### src/rtl/systolic_pkg.sv
// Shared definitions for the systolic matmul feeders: default operand geometry and loader states.
package systolic_pkg;
  localparam int BITS_AB_DEF = 8;
  localparam int DIM_DEF     = 8;

  typedef enum logic [2:0] {
    IDLE,
    LOAD,
    WRITE,
    RUN,
    DONE
  } ld_state_t;
endpackage

### src/rtl/row_packer.sv
// Assembles WPR bus words into one row of DIM signed elements; the row output already
// includes the word being accepted this cycle so the caller can capture a complete row at once.
module row_packer
  import systolic_pkg::*;
#(
  parameter int BITS_AB = BITS_AB_DEF,
  parameter int DIM     = DIM_DEF,
  parameter int BUS_W   = 32
) (
  input  logic                      clk,
  input  logic                      rst,
  input  logic                      clear,
  input  logic                      accept,
  input  logic [BUS_W-1:0]          in_data,
  output logic signed [BITS_AB-1:0] row [DIM-1:0],
  output logic                      row_complete
);
  localparam int EPW    = BUS_W / BITS_AB;
  localparam int WPR    = (DIM * BITS_AB) / BUS_W;
  localparam int WCNT_W = (WPR > 1) ? $clog2(WPR) : 1;

  logic [WCNT_W-1:0]         wcnt;
  logic signed [BITS_AB-1:0] asm_buf [DIM-1:0];

  assign row_complete = accept && (wcnt == WCNT_W'(WPR - 1));

  // Overlay the incoming word onto its slot of the buffered row
  always_comb begin
    for (int w = 0; w < WPR; w++) begin
      for (int e = 0; e < EPW; e++) begin
        row[w*EPW+e] = asm_buf[w*EPW+e];
        if (accept && (wcnt == WCNT_W'(w)))
          row[w*EPW+e] = $signed(in_data[e*BITS_AB +: BITS_AB]);
      end
    end
  end

  always_ff @(posedge clk) begin
    if (rst || clear) begin
      wcnt <= '0;
    end else if (accept) begin
      wcnt <= row_complete ? '0 : wcnt + 1'b1;
    end
  end

  always_ff @(posedge clk) begin
    if (rst) begin
      for (int i = 0; i < DIM; i++) asm_buf[i] <= '0;
    end else if (accept) begin
      for (int i = 0; i < DIM; i++) asm_buf[i] <= row[i];
    end
  end
endmodule

### src/rtl/mem_a_loader.sv
// A-side skew memory feeder: loads DIM rows from the host bus into the A memory,
// then holds the shift enable for the run window and pulses done.
module mem_a_loader
  import systolic_pkg::*;
#(
  parameter int BITS_AB    = BITS_AB_DEF,
  parameter int DIM        = DIM_DEF,
  parameter int BUS_W      = 32,
  parameter int RUN_CYCLES = 3 * DIM - 2
) (
  input  logic                          clk,
  input  logic                          rst,
  input  logic                          start,
  input  logic                          in_valid,
  input  logic [BUS_W-1:0]              in_data,
  output logic                          in_ready,
  output logic signed [BITS_AB-1:0]     Ain [DIM-1:0],
  output logic [$clog2(DIM)-1:0]        Arow,
  output logic                          WrEn,
  output logic                          en,
  output logic                          busy,
  output logic                          done
);
  localparam int ROW_W = $clog2(DIM);
  localparam int RUN_W = $clog2(RUN_CYCLES + 1);

  if (((BUS_W % BITS_AB) != 0) || (((DIM * BITS_AB) % BUS_W) != 0)) begin : g_bad_cfg
    $error("mem_a_loader: BUS_W must hold whole elements and a row must be whole words");
  end

  ld_state_t                 state, state_nxt;
  logic [ROW_W-1:0]          rcnt;
  logic [RUN_W-1:0]          run_cnt;
  logic                      accept;
  logic                      load_go;
  logic                      last_row;
  logic                      run_last;
  logic                      row_complete;
  logic signed [BITS_AB-1:0] row [DIM-1:0];

  assign accept   = in_valid && in_ready;
  assign load_go  = (state == IDLE) && start;
  assign last_row = (rcnt == ROW_W'(DIM - 1));
  assign run_last = (run_cnt == RUN_W'(RUN_CYCLES - 1));

  row_packer #(
    .BITS_AB (BITS_AB),
    .DIM     (DIM),
    .BUS_W   (BUS_W)
  ) u_packer (
    .clk          (clk),
    .rst          (rst),
    .clear        (load_go),
    .accept       (accept),
    .in_data      (in_data),
    .row          (row),
    .row_complete (row_complete)
  );

  always_ff @(posedge clk) begin
    if (rst) state <= IDLE;
    else     state <= state_nxt;
  end

  always_comb begin
    state_nxt = state;
    case (state)
      IDLE:    if (start) state_nxt = LOAD;
      LOAD:    if (row_complete) state_nxt = WRITE;
      WRITE:   state_nxt = last_row ? RUN : LOAD;
      RUN:     if (run_last) state_nxt = DONE;
      DONE:    state_nxt = IDLE;
      default: state_nxt = IDLE;
    endcase
  end

  always_comb begin
    in_ready = 1'b0;
    WrEn     = 1'b0;
    en       = 1'b0;
    busy     = 1'b1;
    done     = 1'b0;
    case (state)
      IDLE:    busy = 1'b0;
      LOAD:    in_ready = 1'b1;
      WRITE:   WrEn = 1'b1;
      RUN:     en = 1'b1;
      DONE:    done = 1'b1;
      default: busy = 1'b0;
    endcase
  end

  always_ff @(posedge clk) begin
    if (rst) begin
      rcnt    <= '0;
      run_cnt <= '0;
    end else begin
      if (load_go)
        rcnt <= '0;
      else if ((state == WRITE) && !last_row)
        rcnt <= rcnt + 1'b1;
      run_cnt <= (state == RUN) ? run_cnt + 1'b1 : '0;
    end
  end

  // Row is captured on its final word so the write cycle presents it without extra delay
  always_ff @(posedge clk) begin
    if (rst) begin
      Arow <= '0;
      for (int i = 0; i < DIM; i++) Ain[i] <= '0;
    end else if (row_complete) begin
      Arow <= rcnt;
      for (int i = 0; i < DIM; i++) Ain[i] <= row[i];
    end
  end
endmodule
### config.mk
export PLATFORM = sky130hd
export DESIGN_NAME = mem_a_loader
export DESIGN_NICKNAME = d
export VERILOG_FILES = /design/src/rtl/systolic_pkg.sv /design/src/rtl/row_packer.sv /design/src/rtl/mem_a_loader.sv
export SDC_FILE = /design/constraint.sdc
export NUM_CORES = 1
export LEC_CHECK = 0
export ABC_AREA = 0
export CORE_MARGIN = 10
export CORE_UTILIZATION = 53
export DETAILED_ROUTE_END_ITERATION = 12
export PLACE_DENSITY_LB_ADDON = 0.12
export SLEW_MARGIN = 10
export SYNTH_ARGS = -nofsm -noshare
export SYNTH_HDL_FRONTEND = slang
export SYNTH_SLANG_ARGS = --single-unit
### constraint.sdc
create_clock -name clk -period 4.6 [get_ports clk]
set_clock_uncertainty 0.15 [all_clocks]
set_input_delay 0.92 -clock clk [delete_from_list [all_inputs] [get_ports clk]]
set_output_delay 0.92 -clock clk [all_outputs]
set_load 0.01 [all_outputs]
== Word level (Yosys, flattened, before mapping) ==
Memories as Yosys holds them, arrays and structs flattened.
Index checks and enable logic that the tools add are counted.
Storage, ports and cells
  bits in registers: 79
  bits of input ports: 36
  word-level logic and storage cells: 80
  memories kept: 1
  bits in writable memories: 64
Memory list
  u_packer.asm_buf: words 8, bits a word 8, read ports 8, clocked after memory_dff 0, wr ports 8, RTL line row_packer.sv:23  | logic signed [BITS_AB-1:0] asm_buf [DIM-1:0];
Cells by class
  reductions and logical operators: 12
  bitwise logic cells: 10
  add/sub/neg operators: 3
  equality and inequality tests: 9
  muxes and demuxes: 32
Operators by type and width (number)
  $mux W8: 16
  $pmux W3 S4: 1
  $mux W1: 11
  $mux W3: 3
  $or A1 B1 Y1: 8
  $eq A3 B2 Y1 const B: 2
  $eq A3 B3 Y1 const B: 2
  $add A5 B1 Y5 const B: 1
  $eq A5 B5 Y1 const B: 1
  $logic_and A1 B1 Y1: 5
  $ne A2 B2 Y1 const B: 2
  $reduce_or A2 Y1: 2
  $reduce_or A4 Y1: 1
  $add A3 B1 Y3 const B: 1
  $eq A3 B1 Y1 const B: 1
  $logic_not A3 Y1: 1
  $reduce_and A3 Y1: 1
  $mux W2: 1
  $ne A2 B1 Y1 const B: 1
  $not A1 Y1: 2
  $add A1 B1 Y1 const B: 1
  $logic_not A1 Y1: 1
  $logic_or A1 B1 Y1: 1

== Longest topological paths before layout ==
  word-level depth: 7
  gate-level depth with buffers: 7
  mapped depth without buffers: 5

== Modules after synthesis ==
Synthesis repeated with hierarchy kept, for this count alone.
Second synthesis, totals
  cell total of the unflattened synthesis: 581
  area, all modules: 6754.0 sq um
Modules (own cells, without submodules)
  row_packer: sequential area each 1941.9 sq um, cells an instance 305, instances 1, area each 3837.4 sq um
  mem_a_loader: sequential area each 1561.5 sq um, cells an instance 276, instances 1, area each 2916.5 sq um

== Least setup slack after synthesis ==
No wires, ideal clock.
  kind: input -> register
  start: input port in_valid
  end: memory u_packer.asm_buf[0][0] (netlist name) (enable)
  stages on the path: 3
  slack: 2.391 ns
  data arrival time: 1.730 ns
  path through: and4bb_1 > buf_4 > or2_2
RTL lines
  start: declaration: RTL line mem_a_loader.sv:14  | input logic in_valid,
  end: declaration: RTL line row_packer.sv:23

== Worst setup path in the final report ==
  start: register state[0]
  end: output port busy
On the way
  word-level cells in the longest chain between the ends: 3
RTL lines
  start: declaration: RTL line mem_a_loader.sv:31  | ld_state_t state, state_nxt;
  start signal: assignment: RTL line mem_a_loader.sv:62  | else state <= state_nxt;
  $eq A3 B2 Y1, or another cell as far along: RTL line mem_a_loader.sv:83  | case (state)
  $reduce_or A4 Y1 (no source line) (*)
  $mux W1 (*): RTL line mem_a_loader.sv:83
  end: declaration: RTL line mem_a_loader.sv:21  | output logic busy,
Every way passes the cells marked *; elsewhere a longest branch is shown, timed or not.

==> flow_summary.toml <==
[die]
initial_core_util_pct = 53.9
die_x_microns = 114
design.die.area_sq_mm = 0.0129
ios = 108
dieHeight_microns = 114
core-area_sq_mm = 0.00864
rows = 34

[job]
maxCapViolCount = 0

[global_routing]
grtUsageMet3_pct = 5.88
grt_usage_pct = 18.2
busiest_layer = "met2"
grt_overflow = 0
grt_pass1_vias = 3683
grt_util_met2_pct = 28.2
antenna_found_initial = 0
grt_start_max_net_pins = 69
grt_pass1_wl_microns = 19200
gr-usage-met1_pct = 23.5

[min_path]
min_to = "Ain[60]"
whs_path_depth = 2
hold_path.class = "reg2reg"
min_from = "Ain[60]"

[placement]
globalplace.congestion = 0.740
dpl-instance-area_sq_mm = 0.00561
numPortBuffers = 107
post-dp-hpwl_microns = 7730

[timing]
max_freq_ghz = 0.348
tightest_slew_ns = 1.24
grt_setup_unrepaired = "false"
relSlewSlack_pct = 17.6
finalHoldViolCount = 0
final-setup-viol-count = 0
fin_crit_ns = 2.87
post-route-period-util_pct = 62.4
final-max-slew-violation-count = 0
final.setup.tns_ns = 0

[power_and_ir_drop]
power_density_mw_per_mm2 = 303
p_leak_nw = 1.89
peakVddDrop_mv = 0.199

[routing]
drtIter0Drc = 275
wl_per_cell_microns = 18.0
drc_errors = 0
first_pass_iters = 5
ant_nets = 0
vias = 3810
wirelength_microns = 12000
post_drt_via_cell_ratio = 5.73

[critical_path]
endpoint_kind = "output port"
ff2ff_setup_slack_ns = 2.25
reg2reg_to = "Ain[44]"
critPathKind = "reg2out"
worstPathRequired_ns = 3.53
cp_max_fo = 12
timing.rr.start = "u_packer.wcnt"
startpoint_type = "register"
worstPathArrival_ns = 1.80
rr_worst_depth = 5

[synthesis]
syn-num-nets = 522
syn_area_per_cell_sq_um = 9.65
yosysUniqueCellTypes = 37
ys_seq_elements = 111
yosysWarnings = 0
syn_area_sq_mm = 0.00465
syn_inst = 482
ys_seq_area_share_pct = 54.7

[clock_network]
clk_pin_slew_ns = 0.10
post_cts_buffers = 0
clk_latency_ns = 0.37
cts_max_level = 3
hold_buffers = 0
cts_root_buffer = "clkbuf_8"
ctsResizeCount = 0
clock_path_buffers = 2
numCtsBuffers = 9
cts_tree = "done"
cts.sinks = 111

[finish]
multi_input_area_sq_mm = 0.00182
seqCellArea_sq_mm = 0.00254
finalInstanceArea_sq_mm = 0.00581
drive_gt1_share_pct = 5.39
n_antenna_cell = 0
filler_cell_count = 695
nNetsFinal = 592
area_delta_synth_final_pct = 24.9

[run_status]
status = "finished clean"
[worst max path at each step]
stage / start / end / slack (ns) / depth (start not counted)
after floorplan: in_valid / u_packer.asm_buf[0][0] / 2.39 / 3
after global placement: rst / u_packer.asm_buf[0][21] / 1.55 / 4
after detailed placement: rst / u_packer.asm_buf[0][30] / 1.47 / 4
after CTS: state[0] / busy / 1.72 / 3
after global routing: state[0] / busy / 1.60 / 3
final: state[0] / busy / 1.73 / 3
[state kept, by name, indices dropped and copies added (netlist names)]
register          count
Ain                  64
u_packer.asm_buf     32
run_cnt               5
Arow                  3
rcnt                  3
state                 3
u_packer.wcnt         1
[synthesized netlist by cell type]
master | n | area share, %
o21ai_1 | 7 | 0.75
nand2b_1 | 3 | 0.40
nand2_2 | 1 | 0.13
and2_1 | 2 | 0.27
buf_6 | 7 | 1.7
xor2_1 | 2 | 0.38
nor2_2 | 1 | 0.13
nor4b_4 | 1 | 0.51
clkbuf_2 | 3 | 0.32
buf_1 | 1 | 0.081
nor2_1 | 44 | 3.6
clkbuf_1 | 23 | 1.9
buf_4 | 5 | 0.81
inv_2 | 1 | 0.081
or2_2 | 1 | 0.13
xnor2_1 | 4 | 0.75
a21oi_1 | 37 | 4.0
nor2_4 | 1 | 0.24
nand4b_1 | 1 | 0.19
mux2i_1 | 34 | 7.3
nand3_2 | 1 | 0.22
inv_1 | 1 | 0.081
nor3b_1 | 1 | 0.16
nand3_1 | 38 | 4.1
or2_1 | 1 | 0.13
and3b_1 | 1 | 0.19
and4bb_1 | 1 | 0.27
buf_2 | 14 | 1.5
a211oi_1 | 1 | 0.16
ha_1 | 4 | 1.1
nor3_1 | 2 | 0.22
dfxtp_1 | 79 | 34
and3_1 | 1 | 0.13
edfxtp_1 | 32 | 21
nand2_1 | 33 | 2.7
nand4_1 | 31 | 4.2
o21ai_0 | 62 | 6.7
[report_power, final]
group	internal (mW)	switching (mW)	total, mW	leakage, nW
sequential	1.03	0.0154	1.05	0.975
clock	0.250	0.339	0.589	0.0959
combinational	0.0572	0.0668	0.124	0.819
[cell families (layout without fill, tap and decap cells)]
kind of cell	count (synthesis)	after routing	share of synthesized area (%)
AOI/OAI and AO/OA	107	107	11.6
xor gates and xnor gates	6	6	1.13
adders and majority gates	4	4	1.08
buffers and inverters	55	130	6.43
DFF	111	111	54.7
muxes	34	34	7.32
and+or+nand+nor	165	165	17.8
[through the flow]
stage               total power, mW  std cells  util [%]  setup WS (ns)  hold slack, ns
detailed placement             1.19        649      64.9           1.47           0.292
CTS                            1.76        665      67.2           1.72           0.306
global placement               1.19        649      64.9           1.55           0.286
global route                   1.81        665      67.2           1.60           0.320
finish                         1.76        665      67.2           1.73           0.304
floorplan                      1.13        482         -           2.39           0.283
[cell usage in the layout, fill, tap and decap left out, drive strengths merged, types with 3 or more instances in the layout]
master / Yosys / routed
clkbuf: 26 / 12
nand2b: 3 / 3
buf: 27 / 6
dfxtp: 79 / 79
nor2: 46 / 46
nand2: 34 / 34
nand4: 31 / 31
xnor2: 4 / 4
o21ai: 69 / 69
a21oi: 37 / 37
inv: 2 / 3
clkdlybuf4s50: 0 / 106
nand3: 39 / 39
ha: 4 / 4
mux2i: 34 / 34
edfxtp: 32 / 32
[worst max-delay path, stage by stage (launching register included)]
cell             delay (ns)
dfxtp_1                0.60
nor2_1                 0.12
xnor2_1                0.15
clkdlybuf4s50_1        0.56
[layer usage]
metal	up-vias	part of all wire [%]	routed length, microns
li1	1841	-	-
met1	1827	43	5180
met2	129	47	5610
met3	13	8.6	1030
met4	0	1.2	148
met5	-	0	0
[cell type report]
class | instances | share of cell area [%]
Timing Repair Buffer | 112 | 19.0
Clock inverter | 4 | 0.603
Sequential cell | 111 | 43.8
Tap cell | 108 | 2.33
Inverter | 2 | 0.129
Clock buffer | 12 | 2.87
Multi-Input combinational cell | 316 | 31.3
(Power assumes the default switching activity.)
==> variant 1: new RTL, same flow settings <==
Re-encode `ld_state_t` (5 states) as one-hot, 5 bits wide.
--- a/src/rtl/systolic_pkg.sv
+++ b/src/rtl/systolic_pkg.sv
@@ -5,8 +5,8 @@
 
-  typedef enum logic [2:0] {
-    IDLE,
-    LOAD,
-    WRITE,
-    RUN,
-    DONE
+  typedef enum logic [4:0] {
+    IDLE  = 5'b00001,
+    LOAD  = 5'b00010,
+    WRITE = 5'b00100,
+    RUN   = 5'b01000,
+    DONE  = 5'b10000
   } ld_state_t;
Check against the original RTL: no difference found for any inputs over 10 cycles, from zero or initial values and one cycle with rst high; not proved beyond that.
==> variant 1 against the unedited design <==
- global-route usage is essentially flat
- worst setup slack lost 0.43 ns
- sequential cell count increased by 2
- largest power group is now clock
- non-clock buffer count shrank 1
- largest cell class unchanged
- routed wire length shrank 4.3%
- area after synthesis decreased by 3.6%
- design area grew 6.9%
- power up 50%
==> variant 1: results <==
group,metric,value,unit
power,p_leak,0.00213,uW
power,combPwrFrac,3.4,%
global_route,grt_pass1_vias,3707,
critical_path,startpoint,"state[2]",
global_route,grt_pass1_wl,19.1,mm
global_route,met3_usage,7.09,%
cells_and_area,clock_cell_area_share,10.8,%
synth,synth_top_cells_by_area,"dfxtp_1 (36%), edfxtp_1 (21%), nand2_1 (11%)",
detailed_routing,wl_met3,814,um
critical_path,max_stage_delay,0.53,ns
synth,synth_seq_cells,113,
global_route,grt_util_met2,30.3,%
critical_path,cp_top_family,"simple AND/OR/NAND/NOR gates",
cells_and_area,multi_input_gates,329,
placement,gp_congestion,0.806,
cells_and_area,final_net_count,614,
cells_and_area,top_regs,"Ain x64, u_packer.asm_buf x32",
global_route,use_met1,21.5,%
synth,synth_area_per_cell,9.30,sq um
detailed_routing,num_vias,3654,
synth,ys_seq_area_share,57.6,%
worst_hold_path,min_from,"Ain[10]",
cells_and_area,drive_gt1_share,6.81,%
critical_path,crit_fanout,10,
cells_and_area,nFillCells,588,
timing,tightest_slew,0.819,ns
detailed_routing,dr_wl_met2,5.66,mm
synth,yosys-top-cells-count,"nand2_1 (137), dfxtp_1 (81), a21oi_1 (68)",
cells_and_area,multi_input_area_share,27.7,%
cells_and_area,sh_seq_area,41.6,%
detailed_routing,avgViaCountPerCell,5.28,
critical_path,arrival,2.23,ns
power,vdd.ir_drop.worst,301,uV
synth,yosysUniqueCellTypes,36,
status,outcome,"finished clean",
## variant 1: metrics by stage
step	instance area [sq um]	total power, uW	hold WS (ns)
floorplan	4480	1110	0.283
global placement	5530	1160	0.288
detailed placement	5530	1160	0.294
CTS	6210	2640	0.300
global route	6210	2700	0.320
finish	6210	2630	0.295
## variant 1: cell families (layout without fill, tap and decap cells)
| logic type | count (synthesis) | after routing | share of synthesized area [%] |
|---|---|---|---|
| multiplexers | 34 | 34 | 7.59 |
| AO/OA/AOI/OAI | 77 | 77 | 9.21 |
| AND/OR/NAND/NOR | 208 | 208 | 19.0 |
| buffers and inverters | 40 | 145 | 4.30 |
| XOR/XNOR | 6 | 6 | 1.17 |
| flip-flops | 113 | 113 | 57.6 |
| adder cells (fa/ha/maj) | 4 | 4 | 1.12 |
## variant 1: worst paths after layout
check,end,slack (ns),depth (start not counted)
worst max-delay path,busy,1.30,4
worst max register to register,Ain[30],2.22,6
worst min register to register,Ain[10],0.30,2
worst min-delay path,Ain[10],0.30,2
==> variant 2: new RTL, same settings <==
Without the edit above. The package constant `DIM_DEF` goes from 8 to 4.
--- a/src/rtl/systolic_pkg.sv
+++ b/src/rtl/systolic_pkg.sv
@@ -3,3 +3,3 @@
   localparam int BITS_AB_DEF = 8;
-  localparam int DIM_DEF     = 8;
+  localparam int DIM_DEF     = 4;
 
Interface: changed (resized Ain and Arow); port bits go from 108 to 75. No check against the original RTL was run, so the function may have changed too.
==> variant 2 against the unedited design <==
- design area shrank 56%
- hold slack better by 0.027 ns
- largest power group unchanged
- highest routed layer unchanged
- routed wire length fell by 59%
- die area is 52% lower
- worst setup slack improved by 0.057 ns
- critical path depth down 1
- power decreased by 51%
- non-clock buffer count shrank 36
- area after synthesis is 60% lower
- sequential cell count is 67 lower
- count of clock-buffer cells in the layout down 4
- critical path type unchanged
- combinational power increased by 87%
- global-route usage shrank 3.1 points
- core utilization increased by 10 points
==> variant 2: results <==
group,metric,value,unit
critical_path,arrival,1.74,ns
detailed_routing,wl_met3,326,um
global_route,grt_max_degree,38,
critical_path,crit_path_end,"WrEn",
global_route,grt_util_met2,24.8,%
power,p_clk,194,uW
synth,muxShareOfSynthArea,0.543,%
status,outcome,"finished clean",
clock_tree,path_clk_slew,0.12,ns
detailed_routing,wl_met1,2.08,mm
synth,yosysUniqueCellTypes,34,
clock_tree,cts_made_buffers,5,
critical_path,startpoint,"state[1]",
global_route,grt_pass1_wl,7.80,mm
synth,syn_nets,252,
critical_path,cp_top_family,"buffers and inverters",
synth,synth_top_cells_by_area,"dfxtp_1 (48%), a21oi_1 (9.8%), nand3_1 (9.5%)",
timing,tightest_slew,1.04,ns
placement,numPortBuffers,74,
critical_path,cpMaxStageDelayCell,"clkdlybuf4s50_1",
critical_path,reg2reg_slack,2.38,ns
critical_path,worstReg2RegEnd,"state[1]",
power,power_switching,245,uW
critical_path,reg2reg_depth,3,
detailed_routing,dr_wl_met2,2.47,mm
placement,dp_slack,1.71,ns
placement,gp_congestion,0.736,
cells_and_area,final_net_count,311,
synth,synth_adder_area_share,2.04,%
power,seq_power_share,50.5,%
detailed_routing,drt-initial-drc-count,174,
global_route,grt_pass1_vias,1588,
cells_and_area,nFillCells,274,
power,p_leak,0.000873,uW
detailed_routing,dr.pass1.iters,4,
cells_and_area,top_regs,"Ain x32, run_cnt x4, state x3",
global_route,grt_usage,15.1,%
detailed_routing,num_vias,1718,
critical_path,crit_fanout,10,
worst_hold_path,min_to,"Ain[7]",
timing,min_period,2.81,ns
synth,yosys.area_share.xor_xnor,1.90,%
worst_hold_path,min_from,"Ain[7]",
synth,ys_seq_area_share,47.8,%
cells_and_area,drive_gt1_share,5.13,%
global_route,use_met1,17.9,%
clock_tree,htree_num_levels,2,
clock_tree,clkLatencyLatePin,0.35,ns
global_route,met3_usage,5.41,%
placement,dp_hpwl,3.49,mm
variant 2: cell count changes in the layout (fill, tap and decap cells not counted), sizes merged, moves of 2 or more:
cell | unedited run | this run
clkinvlp | 2 | 0
nand2 | 34 | 3
clkdlybuf4s50 | 106 | 74
nor2 | 46 | 9
edfxtp | 32 | 0
nand4 | 31 | 0
mux2i | 34 | 1
dfxtp | 79 | 44
buf | 6 | 2
nand2b | 3 | 1
clkbuf | 12 | 8
nand3 | 39 | 35
o21ai | 69 | 34
variant 2: stage by stage:
step / cells / area, sq um / power (uW)
detailed placement: 311 / 2520 / 678
finish: 319 / 2580 / 861
global placement: 311 / 2520 / 675
CTS: 319 / 2580 / 868
floorplan: 213 / 1840 / 574
global route: 319 / 2580 / 905
variant 2: final cells by class:
cell class	count	area [sq um]	area share, %
flip-flops and latches	44	881	34.2
multi-input cells	142	812	31.5
repair buffers	76	756	29.3
clock buffers	8	58.8	2.28
well taps	46	57.6	2.23
inverters	3	11.3	0.437
